[src/rtl/mem_zero_fill.sv]
// Memory clear engine: writes zero words over a contiguous word range, then
// optionally reads the range back and flags the first word that is not zero.

module eqz_32 (
    input  logic [31:0] i_data,
    output logic        o_zero
);
    assign o_zero = (i_data == 32'd0);
endmodule

// Handshake: start is a level request sampled only in IDLE; there is no ready
// back-pressure. busy covers FILL/VERIFY/DRAIN, done pulses one cycle in DONE.
module mem_zero_fill #(
    parameter int CNT_W = 16
) (
    input  logic             clock,
    input  logic             reset,
    input  logic             start,
    input  logic [31:0]      base_addr,
    input  logic [CNT_W-1:0] word_count,
    input  logic             verify_en,
    output logic [31:0]      mem_addr,
    output logic [31:0]      mem_wdata,
    output logic             mem_we,
    output logic             mem_re,
    input  logic [31:0]      mem_rdata,
    output logic             busy,
    output logic             done,
    output logic             err,
    output logic [31:0]      err_addr,
    output logic [2:0]       dbg_state
);
    typedef enum logic [2:0] {
        S_IDLE   = 3'd0,
        S_FILL   = 3'd1,
        S_VERIFY = 3'd2,
        S_DRAIN  = 3'd3,
        S_DONE   = 3'd4
    } state_t;

    state_t           r_state;
    state_t           w_next;
    logic [31:0]      r_base;
    logic [CNT_W-1:0] r_cnt;
    logic [CNT_W-1:0] r_idx;
    logic             r_ven;
    logic             r_chk_valid;
    logic [31:0]      r_chk_addr;
    logic             r_err;
    logic [31:0]      r_err_addr;

    logic             w_we;
    logic             w_re;
    logic             w_busy;
    logic             w_done;
    logic             w_last;
    logic             w_zero;
    logic             w_mismatch;
    logic [31:0]      w_cur_addr;

    eqz_32 u_eqz (
        .i_data (mem_rdata),
        .o_zero (w_zero)
    );

    assign w_last     = (r_idx == (r_cnt - CNT_W'(1)));
    assign w_cur_addr = r_base + 32'(r_idx);
    // r_chk_valid marks that mem_rdata this cycle answers last cycle's read.
    assign w_mismatch = r_chk_valid & ~w_zero;

    always_comb begin
        w_next = r_state;
        w_we   = 1'b0;
        w_re   = 1'b0;
        w_busy = 1'b0;
        w_done = 1'b0;
        case (r_state)
            S_IDLE: begin
                if (start) begin
                    w_next = (word_count == '0) ? S_DONE : S_FILL;
                end
            end
            S_FILL: begin
                w_we   = 1'b1;
                w_busy = 1'b1;
                if (w_last) begin
                    w_next = r_ven ? S_VERIFY : S_DONE;
                end
            end
            S_VERIFY: begin
                w_re   = 1'b1;
                w_busy = 1'b1;
                if (w_mismatch) begin
                    w_next = S_DONE;
                end else if (w_last) begin
                    w_next = S_DRAIN;
                end
            end
            S_DRAIN: begin
                w_busy = 1'b1;
                w_next = S_DONE;
            end
            S_DONE: begin
                w_done = 1'b1;
                w_next = S_IDLE;
            end
            default: w_next = S_IDLE;
        endcase
    end

    always_ff @(posedge clock) begin
        if (reset) begin
            r_state <= S_IDLE;
        end else begin
            r_state <= w_next;
        end
    end

    always_ff @(posedge clock) begin
        if (reset) begin
            r_base      <= '0;
            r_cnt       <= '0;
            r_idx       <= '0;
            r_ven       <= 1'b0;
            r_chk_valid <= 1'b0;
            r_chk_addr  <= '0;
            r_err       <= 1'b0;
            r_err_addr  <= '0;
        end else begin
            r_chk_valid <= w_re;
            if (w_re) begin
                r_chk_addr <= w_cur_addr;
            end
            if (r_state == S_IDLE && start) begin
                r_base     <= base_addr;
                r_cnt      <= word_count;
                r_ven      <= verify_en;
                r_idx      <= '0;
                r_err      <= 1'b0;
                r_err_addr <= '0;
            end else if (r_state == S_FILL || r_state == S_VERIFY) begin
                r_idx <= w_last ? '0 : r_idx + CNT_W'(1);
            end
            // Only the first bad word is recorded: a mismatch always leads to DONE.
            if ((r_state == S_VERIFY || r_state == S_DRAIN) && w_mismatch) begin
                r_err      <= 1'b1;
                r_err_addr <= r_chk_addr;
            end
        end
    end

    assign mem_we    = w_we;
    assign mem_re    = w_re;
    assign mem_addr  = (w_we | w_re) ? w_cur_addr : 32'd0;
    assign mem_wdata = 32'd0;
    assign busy      = w_busy;
    assign done      = w_done;
    assign err       = r_err;
    assign err_addr  = r_err_addr;
    assign dbg_state = r_state;
endmodule

[config.mk]
export PLATFORM = sky130hd
export DESIGN_NAME = mem_zero_fill
export DESIGN_NICKNAME = d
export VERILOG_FILES = /design/src/rtl/mem_zero_fill.sv
export SDC_FILE = /design/constraint.sdc
export NUM_CORES = 1
export LEC_CHECK = 0
export CORE_AREA = 2 2 153 155
export CTS_CLUSTER_SIZE = 30
export DETAILED_ROUTE_END_ITERATION = 10
export DIE_AREA = 0 0 155 157
export GPL_TIMING_DRIVEN = 1
export SLEW_MARGIN = 30
export SYNTH_ARGS = -nofsm -noshare
export SYNTH_HDL_FRONTEND = slang
export SYNTH_SLANG_ARGS = --single-unit
[constraint.sdc]
create_clock -name clock -period 3.45 [get_ports clock]
set_clock_uncertainty 0.2 [all_clocks]
set_input_delay 0.5175 -clock clock [delete_from_list [all_inputs] [get_ports clock]]
set_output_delay 0.5175 -clock clock [all_outputs]
set_load 0.05 [all_outputs]
==> flow_summary.json <==
{
  "outcome": "finished with violations",
  "violations": "setup timing",
  "synth_top_area_share": 0.399,
  "drtIter0Drc": 293,
  "routed-via-count": 6214,
  "coreArea_um2": 22500,
  "powerDensity_nw_per_um2": 432,
  "numCtsBuffers": 17,
  "synthTopCellsByArea": "dfxtp_1, nand2_1, a21oi_1",
  "num-nets-final": 1103,
  "critPathLaunchType": "register",
  "clk-insertion-delay-late_ps": 430,
  "fp.dieW_um": 155,
  "numPortBuffers": 155,
  "dr.pass1.iters": 4,
  "track_usage": 0.158,
  "wl_met2_um": 8980,
  "p_total_uw": 4310,
  "p_leak_uw": 0.00368,
  "ys_seq_area_frac": 0.399,
  "hold_viol_final": 0,
  "yosysMostFrequentCell": "nand2_1",
  "initial_core_util": 0.299,
  "ys_seq_elements": 134,
  "dr_wl_met3_um": 900,
  "synth_edf_count": 0,
  "gr-total-overflow": 0,
  "worst_slew_pin_slew_ps": 721,
  "finalCritPeriodShare": 1.09,
  "drc": 0,
  "die_h_um": 157,
  "dp_hpwl_um": 14300,
  "grt_pass1_vias": 5796,
  "min_period_ps": 3750,
  "htreeDepth": 4,
  "clock_sinks": 134,
  "dieArea_um2": 24300,
  "synthFlopType": "dfxtp_1",
  "ant_nets": 0,
  "root_buffer": "clkbuf_16",
  "synthTopCellsByCount": "nand2_1, dfxtp_1, nor2_1, a21oi_1, clkbuf_1",
  "grt_max_degree": 53,
  "setup_viol": 10,
  "grt_setup_unrepaired": "true",
  "synthesis.area_um2": 6720,
  "top_layer_used": "met4",
  "utilization": 0.443,
  "boundaryPins": 188,
  "cts.reportedPaths.clkPinSlew_ps": 60,
  "drive_gt1_frac": 0.190,
  "netlist_instances": 825,
  "insertedDiodeCount": 0,
  "crit_type": "reg2out",
  "drv_slew": 0,
  "viasPerCell": 4.79,
  "fmax_ghz": 0.267,
  "crit_required_ps": 2730,
  "min_path_type": "reg2reg",
  "pre_cts_ws_ps": 34.5,
  "layout.cells.non_filler": 1298,
  "wl_per_cell_um": 15.0,
  "std_cell_rows": 55,
  "maxCapViolCount": 0,
  "critPathMaxFanout": 3,
  "whs_ps": 258,
  "met1Wirelength_um": 9120,
  "peakVddDrop_v": 0.000231,
  "cts_tree": "done",
  "async_flop_share": 0,
  "antenna_found_initial": 0,
  "place_congestion": 0.862,
  "area_growth_pct": 48.3,
  "synth_cell_types": 64,
  "dp_cells": 1247,
  "relSlewSlack": 0.520,
  "cp.arrival_ps": 3030,
  "clockBufferDepth": 2,
  "fin_ws_ps": -296,
  "yosysTopAreaCell": "dfxtp_1",
  "cp-end-kind": "primary output",
  "syn_area_per_cell_um2": 8.15,
  "drt_wl_total_um": 19500,
  "yosysWarnings": 0,
  "grt_pass1_wl_um": 30500
}
[cells in the final DEF (no fill, tap or decap), types with 14 or more instances in the layout]
cell,n
nand2_1,140
clkdlybuf4s50_1,122
dfxtp_1,120
nor2_1,79
a21oi_1,71
buf_4,52
a22o_1,32
conb_1,32
xnor2_1,27
xor2_1,26
buf_12,23
a211oi_1,19
o21ai_0,19
clkbuf_16,19
nor2_2,16
nor4_1,16
dfxtp_2,14
[worst paths after layout]
kind / startpoint / endpoint / slack [ps] / cells after the start
worst max-delay path: r_idx[0] / mem_addr[14] / -300 / 12
worst max register to register: r_cnt[0] / dbg_state[0] / 290 / 10
worst min register to register: r_chk_addr[0] / r_chk_addr[0] / 260 / 2
worst min-delay path: r_chk_addr[0] / r_chk_addr[0] / 260 / 2
[worst max-delay path, stage by stage (launching register included)]
cell,delay (ps)
dfxtp_2,340
ha_4,160
inv_2,50
fa_2,210
nor2b_2,50
o31a_1,270
or3_4,350
a41o_4,280
nor4b_4,290
nor3_2,80
xnor2_1,280
nor2_2,80
buf_12,190
[kinds of logic (layout without fill, tap and decap cells)]
| kind of cell | Yosys count | in the layout | synth area share |
|---|---|---|---|
| flops | 134 | 134 | 0.399 |
| xor+xnor | 62 | 62 | 0.0808 |
| buf+inv | 86 | 243 | 0.0670 |
| compound gates | 181 | 181 | 0.178 |
| mux | 2 | 2 | 0.00316 |
| other cells | 1 | 32 | 0.000558 |
| simple gates | 340 | 340 | 0.235 |
| fa+ha+maj | 19 | 19 | 0.0365 |
[sequential cells by signal, indices dropped and copies added (netlist names)]
| signal | count |
|---|---|
| r_chk_addr | 32 |
| dbg_state | 3 |
| r_base | 32 |
| r_idx | 16 |
| r_cnt | 16 |
| r_chk_valid | 1 |
| err | 1 |
| r_ven | 1 |
| err_addr | 32 |
[per-stage QoR]
stage                     TNS, ps  instance area (um^2)
after floorplan                 0                  6860
after CTS                   -1780                  9640
after detailed placement        0                  8780
after global routing        -3640                  9970
after global placement          0                  8780
final                       -2180                  9970
[per-layer routing]
metal / vias to the layer above / GRT usage
met5: - / 0
met4: 0 / 0.0586
met3: 28 / 0.0358
met2: 150 / 0.255
met1: 2895 / 0.208
li1: 3141 / -
[what timing repair did]
action,in CTS,in global routing
setup endpoints to repair,22,23
pin swaps,12,20
gates resized for setup,25,50
buffers inserted,10,9
hold buffers,0,0
[layout make-up]
| class | instances | area (um^2) |
|---|---|---|
| Clock inverter | 14 | 221 |
| Timing Repair Buffer | 200 | 2130 |
| Multi-Input combinational cell | 636 | 4080 |
| Sequential cell | 134 | 2700 |
| Inverter | 11 | 41.3 |
| Clock buffer | 18 | 439 |
| Fill cell | 2128 | 12500 |
| Tap cell | 285 | 357 |
[where the power goes]
group	switching, uW	internal, uW	leakage [uW]
clock	726	1310	0.000319
sequential	49.1	1590	0.00109
combinational	369	264	0.00227
(Power assumes the default switching activity.)
